`src/rtl/seq_pkg.sv`:
```
// rtl/seq_pkg.sv - shared state encoding and overlap-mode constants for serial pattern detectors
package seq_pkg;

  typedef enum logic [1:0] {
    ST_IDLE = 2'd0,
    ST_FILL = 2'd1,
    ST_HUNT = 2'd2
  } seq_state_e;

  localparam int OVL_OFF = 0;
  localparam int OVL_ON  = 1;

endpackage

```
`src/rtl/seq_sat_counter.sv`:
```
// rtl/seq_sat_counter.sv - saturating up-counter with synchronous clear
module seq_sat_counter #(
  parameter int W = 8
) (
  input  logic         i_clock,
  input  logic         i_reset_n,
  input  logic         i_inc,
  input  logic         i_clr,
  output logic [W-1:0] o_count
);

  logic [W-1:0] r_cnt;

  // A clear that coincides with an increment still records that event.
  always_ff @(posedge i_clock or negedge i_reset_n) begin
    if (!i_reset_n) begin
      r_cnt <= '0;
    end else if (i_clr) begin
      r_cnt <= i_inc ? W'(1) : '0;
    end else if (i_inc && (r_cnt != '1)) begin
      r_cnt <= r_cnt + 1'b1;
    end
  end

  assign o_count = r_cnt;

endmodule

```
`src/rtl/seq_detect_param.sv`:
```
// rtl/seq_detect_param.sv - parametrised serial bit-pattern detector with loadable pattern and match counter
module seq_detect_param
  import seq_pkg::*;
#(
  parameter int               PAT_W    = 4,
  parameter logic [PAT_W-1:0] PAT_INIT = 4'b1010,
  parameter int               OVERLAP  = OVL_OFF,
  parameter int               CNT_W    = 8
) (
  input  logic             i_clock,
  input  logic             i_reset_n,
  input  logic             i_enable,
  input  logic             i_valid,
  input  logic             i_bit,
  input  logic             i_pat_load,
  input  logic [PAT_W-1:0] i_pat_data,
  input  logic             i_cnt_clr,
  output logic             o_match,
  output logic [CNT_W-1:0] o_match_count,
  output logic [PAT_W-1:0] o_pattern,
  output logic             o_busy
);

  localparam int            FW        = $clog2(PAT_W + 1);
  localparam logic [FW-1:0] FILL_FULL = FW'(PAT_W);
  localparam logic [FW-1:0] FILL_LAST = FW'(PAT_W - 1);

  seq_state_e       r_state;
  logic [PAT_W-1:0] r_hist;
  logic [PAT_W-1:0] r_pattern;
  logic [FW-1:0]    r_fill;
  logic             r_match;
  logic             r_busy;

  logic             w_accept;
  logic             w_full;
  logic             w_hit;
  logic [PAT_W-1:0] w_shift;
  logic [PAT_W-1:0] w_hist_nxt;
  logic [FW-1:0]    w_fill_nxt;

  assign w_accept = i_enable & i_valid & ~i_pat_load;
  assign w_shift  = {r_hist[PAT_W-2:0], i_bit};
  assign w_full   = (r_state == ST_HUNT) || (r_fill == FILL_FULL);
  assign w_hit    = w_accept && (r_fill >= FILL_LAST) && (w_shift == r_pattern);

  // Pattern load discards history; a non-overlapping match restarts from scratch.
  always_comb begin
    w_hist_nxt = r_hist;
    w_fill_nxt = r_fill;
    if (i_pat_load) begin
      w_hist_nxt = '0;
      w_fill_nxt = '0;
    end else if (w_hit && (OVERLAP == OVL_OFF)) begin
      w_hist_nxt = '0;
      w_fill_nxt = '0;
    end else if (w_accept) begin
      w_hist_nxt = w_shift;
      if (!w_full) begin
        w_fill_nxt = r_fill + 1'b1;
      end
    end
  end

  always_ff @(posedge i_clock or negedge i_reset_n) begin
    if (!i_reset_n) begin
      r_state   <= ST_IDLE;
      r_hist    <= '0;
      r_fill    <= '0;
      r_pattern <= PAT_INIT;
      r_match   <= 1'b0;
      r_busy    <= 1'b0;
    end else begin
      r_hist  <= w_hist_nxt;
      r_fill  <= w_fill_nxt;
      r_match <= w_hit;
      r_busy  <= (w_fill_nxt != '0);
      if (i_pat_load) begin
        r_pattern <= i_pat_data;
      end
      // Disabling parks the FSM without touching history; re-enable picks FILL/HUNT from fill.
      case (r_state)
        ST_IDLE: begin
          if (i_enable) begin
            r_state <= (w_fill_nxt == FILL_FULL) ? ST_HUNT : ST_FILL;
          end
        end
        ST_FILL, ST_HUNT: begin
          if (!i_enable) begin
            r_state <= ST_IDLE;
          end else begin
            r_state <= (w_fill_nxt == FILL_FULL) ? ST_HUNT : ST_FILL;
          end
        end
        default: r_state <= ST_IDLE;
      endcase
    end
  end

  seq_sat_counter #(
    .W(CNT_W)
  ) u_match_cnt (
    .i_clock  (i_clock),
    .i_reset_n(i_reset_n),
    .i_inc    (w_hit),
    .i_clr    (i_cnt_clr),
    .o_count  (o_match_count)
  );

  assign o_match   = r_match;
  assign o_pattern = r_pattern;
  assign o_busy    = r_busy;

endmodule

```
`config.mk`:
```
export PLATFORM = sky130hd
export DESIGN_NAME = seq_detect_param
export DESIGN_NICKNAME = d
export VERILOG_FILES = /design/src/rtl/seq_pkg.sv /design/src/rtl/seq_sat_counter.sv /design/src/rtl/seq_detect_param.sv
export SDC_FILE = /design/constraint.sdc
export NUM_CORES = 1
export LEC_CHECK = 0
export CELL_PAD_IN_SITES_DETAIL_PLACEMENT = 1
export CELL_PAD_IN_SITES_GLOBAL_PLACEMENT = 2
export CORE_MARGIN = 1.5
export CORE_UTILIZATION = 35
export CTS_CLUSTER_SIZE = 12
export DETAILED_ROUTE_END_ITERATION = 10
export PLACE_DENSITY = 0.8
export SYNTH_ARGS = -nofsm -noshare
export SYNTH_HDL_FRONTEND = slang
export SYNTH_SLANG_ARGS = --single-unit
```
`constraint.sdc`:
```
create_clock -name i_clock -period 4.2 [get_ports i_clock]
set_clock_uncertainty 0.05 [all_clocks]
set_input_delay 0.84 -clock i_clock [delete_from_list [all_inputs] [get_ports i_clock]]
set_output_delay 0.84 -clock i_clock [all_outputs]
set_load 0.01 [all_outputs]
```
Yosys cells after proc, flatten, opt, wreduce, memory -nomap -nowiden
Index checks and enable logic that the tools add are counted.
W data, S select, Z words.
{ "word_totals": {"regBits": 22, "output_inout_bits": 14, "elab_cells": 43} }
{ "op_classes": {"add_sub_neg": 2, "n_lt_le_gt_ge": 1, "n_eq_ne": 7, "muxes": 14, "n_bitwise": 3, "n_reduce_logical": 9} }
{ "ops": {"columns": ["operator", "n"], "rows": [
  ["$mux W3", 7],
  ["$mux W8", 2],
  ["$add A8 B1 Y8 const B", 1],
  ["$ne A8 B8 Y1 const B", 1],
  ["$eq A3 B3 Y1 const B", 2],
  ["$mux W2", 3],
  ["$reduce_bool A3 Y1", 2],
  ["$eq A4 B4 Y1", 1],
  ["$pmux W2 S2", 1],
  ["$add A3 B1 Y3 const B", 1],
  ["$ge A3 B2 Y1 const B", 1],
  ["$logic_and A1 B1 Y1", 3],
  ["$and A1 B1 Y1", 2],
  ["$eq A2 B1 Y1 const B", 1],
  ["$eq A2 B2 Y1 const B", 1],
  ["$logic_not A2 Y1", 1],
  ["$ne A2 B2 Y1 const B", 1],
  ["$reduce_bool A2 Y1", 1],
  ["$reduce_or A2 Y1", 1],
  ["$logic_or A1 B1 Y1", 1],
  ["$mux W1", 1],
  ["$not A1 Y1", 1]
]} }

Depth between registers and ports, before layout
Gate-level depths: netlist (run 1).
{ "depth": {"depth_word": 10, "ltp_mapped": 6, "ltp_nobuf": 6} }

Modules after synthesis
A second synthesis (run 1) with hierarchy kept.
{ "unflattened": {"hier_cells": 123, "hier_area_um2": 1291.2} }
{ "by_module_without_submodules": {"columns": ["mod", "instances", "cells_each", "area_per_inst_um2"], "rows": [
  ["seq_detect_param", 1, 76, 818.3],
  ["seq_sat_counter", 1, 47, 473.0]
]} }

Worst setup path before layout (run 1)
No wires, ideal clock.
{ "synth_path": {"kind": "input port to flip-flop", "startpoint": "in i_enable", "endpoint": "reg u_match_cnt.r_cnt[6], in the netlist u_match_cnt.o_count[6]", "arrival_time_ps": 1980, "required_time_ps": 4022, "setup_slack_ps": 2043, "cell_stages": 6, "cell_sequence": "buf_4 and3b_1 nand4_2 buf_6 nor4_4 mux2_1"} }
{ "synth_via": {"elab_chain_len": 6} }
{ "synth_lines": {"columns": ["element", "line_no", "rtl"], "rows": [
  ["from (decl)", "seq_detect_param.sv:12", "input logic i_enable,"],
  ["$and A1 B1 Y1 (2 in series)", "seq_detect_param.sv:42", "assign w_accept = i_enable & i_valid & ~i_pat_load;"],
  ["$logic_and A1 B1 Y1 (2 in series)", "seq_detect_param.sv:45", "assign w_hit = w_accept && (r_fill >= FILL_LAST) && (w_shift == r_pattern);"],
  ["$logic_and A1 B1 Y1", "seq_sat_counter.sv:20", "end else if (i_inc && (r_cnt != '1)) begin"],
  ["$reduce_bool A2 Y1 (no source line)", null, null],
  ["to (signal assigned)", "seq_sat_counter.sv:19", "r_cnt <= i_inc ? W'(1) : '0;"],
  ["to (signal assigned)", "seq_sat_counter.sv:21", "r_cnt <= r_cnt + 1'b1;"],
  ["to (decl)", "seq_sat_counter.sv:12", "logic [W-1:0] r_cnt;"]
]} }
Every way passes these cells.
A chain may end at the register's enable or synchronous reset.

Worst setup path in the final report (run 1)
{ "layout_path": {"startpoint": "in i_enable", "endpoint": "reg u_match_cnt.r_cnt[7], in the netlist u_match_cnt.o_count[7]"} }
Same word-level chain as after synthesis.

==> impl_metrics.env, run 1 <==
export IMPL_outcome="completed"
export IMPL_via_count=1100
export IMPL_syn_num_nets=146
export IMPL_synth_area_leaders="dfrtp_1 (37%), ha_1 (6.5%), xnor2_2 (4.8%)"
export IMPL_dpl_instance_area_sq_um=1630
export IMPL_port_buffers=24
export IMPL_clock_latency_ns=0.26
export IMPL_cts_sinks=22
export IMPL_grt_antenna_before_repair=0
export IMPL_dp_hpwl_microns=2360
export IMPL_antenna_cells=0
export IMPL_final_common_cell="clkdlybuf4s50_1"
export IMPL_clockBufferDepth=2
export IMPL_htree_levels=1
export IMPL_tightestPinTransition_ns=0.987
export IMPL_startpoint="i_enable"
export IMPL_yosysSeqAreaShare=0.408
export IMPL_regArea_sq_um=553
export IMPL_crit_end="u_match_cnt.o_count[7]"
export IMPL_rr_endpoint="u_match_cnt.o_count[2]"
export IMPL_crit_required_ns=4.30
export IMPL_slew_viol_final=0
export IMPL_core_sq_um=3690
export IMPL_hold_viol=0
export IMPL_reg2reg_depth=6
export IMPL_rsz0062_at_grt="no"
export IMPL_min_from="r_state[0]"
export IMPL_drt_antenna_violating_nets=0
export IMPL_yosys_warnings=0
export IMPL_die_h_microns=65.3
export IMPL_hp_class="reg2reg"
export IMPL_r2r_start="r_fill[0]"
export IMPL_clock_root_buffer="clkbuf_8"
export IMPL_grt_pass1_wl_microns=5180
export IMPL_cts_tree="built"
export IMPL_critPathMaxFanout=13
export IMPL_synth_area_sq_um=1360
export IMPL_yosysTopAreaCellShare=0.369
export IMPL_io_pins=25
export IMPL_drcViolationCount=0
export IMPL_grt_overflow=0
export IMPL_cap_violations=0
export IMPL_ys_ff_latch=22
export IMPL_pwr_density_cell_nw_per_um2=255
export IMPL_syn_avg_cell_area_sq_um=10.6
export IMPL_yosysUniqueCellTypes=45
export IMPL_drtIter0Drc=23
export IMPL_max_vdd_ir_drop_v=0.0000888
export IMPL_die_w_microns=65.3
export IMPL_drive_gt1_frac=0.119
export IMPL_synth_edff_count=0
export IMPL_via_per_inst=5.53
export IMPL_crit_arrival_ns=2.81
export IMPL_dieArea_sq_um=4260
export IMPL_design_area_sq_um=1670
export IMPL_area_delta_synth_final_pct=23.4
export IMPL_postSynth_asyncResetShare=1.00
export IMPL_setup_viol=0
export IMPL_multi_input_area_sq_um=749
export IMPL_ys_flop_type="dfrtp_1"
export IMPL_fmax_mhz=368
export IMPL_syn_inst=128
export IMPL_criticalPathCategory="in2reg"
export IMPL_clkTransAtPathRegs_ns=0.08
export IMPL_nets=171
export IMPL_critPathCaptureType="flop"
export IMPL_final_cell_mix="clkdlybuf4s50_1 (24), dfrtp_1 (20), nand2_1 (11)"
export IMPL_grt_max_degree=23
export IMPL_cts_buffers=3
export IMPL_postCtsSetupRepairBufs=0
export IMPL_cts_hold_buf=0
export IMPL_max_slew_margin=0.340
export IMPL_setup_tns_ns=0
export IMPL_power_uw=426
export IMPL_first_global_vias=1112
export IMPL_rrSetupSlack_ns=2.18
export IMPL_p_leak_uw=0.000705
export IMPL_gp_congestion=0.719
export IMPL_fillers=437
export IMPL_cts_repair_resized=0
export IMPL_first_pass_iters=4
export IMPL_start_util=0.368
export IMPL_finalCritPeriodShare=0.647
export IMPL_critPathLaunchType="input pin"
export IMPL_post_route_min_period_ns=2.72
export IMPL_rows=22
export IMPL_grt_total_usage=0.159
export IMPL_yosysTopAreaCell="dfrtp_1"
export IMPL_routed_wl_microns=3080
export IMPL_wl_per_cell_microns=15.5
-- state kept, by name (all words and copies together), names as in the netlist --
name                 count
o_busy                   1
o_match                  1
o_pattern                4
r_fill                   3
r_hist                   3
r_state                  2
u_match_cnt.o_count      8
-- worst max-delay path: stages --
cell	delay, ns
clkdlybuf4s50_1	0.63
and3b_1	0.25
nand4_2	0.31
nor4_1	0.43
mux2_1	0.35
-- where the power goes --
part / switching [uW] / total, uW / leakage (uW) / internal (uW)
Sequential: 8.65 / 229 / 0.000293 / 221
Combinational: 31.3 / 65.7 / 0.000391 / 34.4
Clock: 67.2 / 131 / 0.0000216 / 64.1
Total: 107 / 426 / 0.000705 / 319
-- stage by stage --
| stage | std cells | hold slack (ns) | worst slack (ns) | util |
|---|---|---|---|---|
| CTS | 199 | 0.506 | 1.45 | 0.454 |
| finish | 199 | 0.510 | 1.48 | 0.454 |
| global placement | 196 | 0.460 | 1.31 | 0.443 |
| global route | 199 | 0.555 | 1.40 | 0.454 |
| detailed placement | 196 | 0.488 | 1.18 | 0.443 |
| floorplan | 128 | 0.434 | 2.04 | - |
-- cell families after synthesis --
kind of cell    Yosys count  synth area share
xor+xnor                  5            0.0544
simple gates             46             0.207
mux                       9            0.0738
fa+ha+maj                 7            0.0646
buf+inv                  11            0.0397
compound gates           28             0.153
flops                    22             0.408
-- how the worst min path moves through the flow --
stage               cells past startpoint  slack, ns    endpoint
floorplan                               2       0.43  r_state[0]
global placement                        2       0.46  r_state[0]
detailed placement                      2       0.49  r_state[0]
CTS                                     2       0.51  r_state[0]
global route                            2       0.55   r_hist[2]
finish                                  2       0.51  r_state[0]
-- metal layers --
layer,global-route usage,part of all wire,up-vias
met5,0,0,-
met1,0.202,0.46,543
met4,0.0547,0.012,0
li1,-,-,523
met3,0.0223,0.043,4
met2,0.274,0.49,30
-- synthesized netlist by cell type, types with 3 or more instances --
cell type   n
nor2_1      5
dfrtp_1    20
nor2b_1     5
o2111ai_1   3
mux2_1      4
nand2_1    11
xnor2_2     4
inv_1       6
nand3_1     6
nor3_1      4
ha_1        7
a21oi_1     8
mux2_2      4
-- layout make-up --
class | count | area share
multi-input combinational | 95 | 0.448
sequential | 22 | 0.330
timing repair buffer | 25 | 0.148
tap | 48 | 0.0359
clock buffer | 3 | 0.0247
inverter | 6 | 0.0135
No activity file was read; power rests on OpenSTA's default activity.
==> run 2: changes to the inputs <==
- CORE_UTILIZATION: 35 -> 33
- PLACE_DENSITY: 0.8 -> 0.76
- clock period: 4.2 -> 2.8 ns (I/O delays scaled with it)
==> impl_metrics.env, run 2 (synthesis gave the netlist of run 1 again) <==
export IMPL_setup_tns_ns=0
export IMPL_clock_latency_ns=0.26
export IMPL_top_usage_layer="met2"
export IMPL_gr_usage_met2=0.303
export IMPL_p_leak_uw=0.000731
export IMPL_postCtsSetupRepairBufs=0
export IMPL_finalCritPeriodShare=0.802
export IMPL_grt_overflow=0
export IMPL_drive_gt1_frac=0.147
export IMPL_rrSetupSlack_ns=0.81
export IMPL_clkTransAtPathRegs_ns=0.08
export IMPL_critPathMaxFanout=9
export IMPL_via_per_inst=5.37
export IMPL_setup_ws_ns=0.553
export IMPL_htree_levels=1
export IMPL_grt_pass1_wl_microns=5750
export IMPL_finalNonFillerCells=206
export IMPL_slew_viol_final=0
export IMPL_area_delta_synth_final_pct=26.8
export IMPL_cts_sinks=22
export IMPL_clockBufferDepth=2
export IMPL_start_util=0.342
export IMPL_core_sq_um=3970
export IMPL_nets=175
export IMPL_crit_arrival_ns=2.37
export IMPL_tightestPinTransition_ns=0.443
export IMPL_grt_total_usage=0.172
export IMPL_first_global_vias=1176
export IMPL_via_count=1107
export IMPL_post_route_min_period_ns=2.25
export IMPL_die_w_microns=67.1
export IMPL_outcome="completed"
export IMPL_reg2reg_depth=6
export IMPL_setup_viol=0
export IMPL_cts_hold_buf=0
export IMPL_criticalPathCategory="in2reg"
export IMPL_max_slew_margin=0.704
export IMPL_cap_violations=0
export IMPL_drcViolationCount=0
export IMPL_place_ws_ns=0.327
export IMPL_hp_class="reg2reg"
export IMPL_rr_endpoint="u_match_cnt.o_count[4]"
export IMPL_design_area_sq_um=1720
export IMPL_grt_max_degree=23
export IMPL_hold_viol=0
export IMPL_cts_tree="built"
export IMPL_dp_hpwl_microns=2530
export IMPL_gp_congestion=0.791
export IMPL_cts_buffers=3
export IMPL_max_vdd_ir_drop_v=0.000234
export IMPL_use_met1=0.200
export IMPL_final_util=0.433
export IMPL_largest_reg_flops=8
export IMPL_critPathCaptureType="flop"
export IMPL_drt_antenna_violating_nets=0
export IMPL_die_h_microns=67.1
export IMPL_startpoint="i_enable"
export IMPL_rsz0062_at_grt="no"
export IMPL_port_buffers=24
export IMPL_critPathLaunchType="input pin"
export IMPL_final_common_cell="clkdlybuf4s50_1"
export IMPL_met3_usage=0.0524
export IMPL_io_pins=25
export IMPL_dpl_instance_area_sq_um=1670
export IMPL_pwr_density_cell_nw_per_um2=395
export IMPL_grt_antenna_before_repair=0
export IMPL_dieArea_sq_um=4500
export IMPL_r2r_start="r_fill[1]"
export IMPL_fmax_mhz=445
export IMPL_clock_root_buffer="clkbuf_8"
export IMPL_antenna_cells=0
export IMPL_crit_required_ns=2.92
export IMPL_drtIter0Drc=54
export IMPL_wl_per_cell_microns=16.0
export IMPL_first_pass_iters=4
export IMPL_cts_repair_resized=0
export IMPL_routed_wl_microns=3300
export IMPL_crit_end="u_match_cnt.o_count[4]"
export IMPL_place_inst=202
export IMPL_final_cell_mix="clkdlybuf4s50_1 (24), dfrtp_1 (20), nand2_1 (11)"
export IMPL_rows=23
## run 2: cell types whose count changed in the layout (fill, tap and decap cells not counted)
cell      previous run  this run
buf_4                1         5
clkbuf_8             3         4
## run 2: cell type report
type                       count  area [sq um]
timing repair buffer          29           278
sequential                    22           553
inverter                       6          22.5
clock buffer                   4          55.1
tap                           50          62.6
fill                         459          2250
multi-input combinational     95           749
## run 2: worst min-delay path by stage
stage                     slack (ns)    endpoint  cells past startpoint  startpoint
final                           0.48  r_state[0]                      2  r_state[0]
after floorplan                 0.21      o_busy                      0   i_reset_n
after global routing            0.54  r_state[0]                      2  r_state[0]
after detailed placement        0.47  r_state[0]                      2  r_state[0]
after global placement          0.46  r_state[0]                      2  r_state[0]
after CTS                       0.49  r_state[0]                      2  r_state[0]
## run 2: critical path, stage by stage
cell and delay, ns:
clkdlybuf4s50_1 0.53, and3b_1 0.21, nand4_2 0.26, or4_1 0.59, a21oi_1 0.22
## run 2: power breakdown
group          leakage (uW)  total [uW]  internal, uW  switching, uW
Combinational      0.000410         103          54.8           48.5
Clock             0.0000288         234           125            108
Sequential         0.000293         343           331           12.3
## run 2: layer usage
layer,vias up,share of wire
met5,-,0
met4,0,0.0045
met3,2,0.050
met2,30,0.52
met1,549,0.43
li1,526,-
## run 2: per-stage QoR
stage | hold slack [ns] | power [uW]
2_1_floorplan | 0.214 | 401
6_report | 0.484 | 680
3_3_place_gp | 0.461 | 450
4_1_cts | 0.491 | 695
3_5_place_dp | 0.472 | 454
5_1_grt | 0.544 | 716
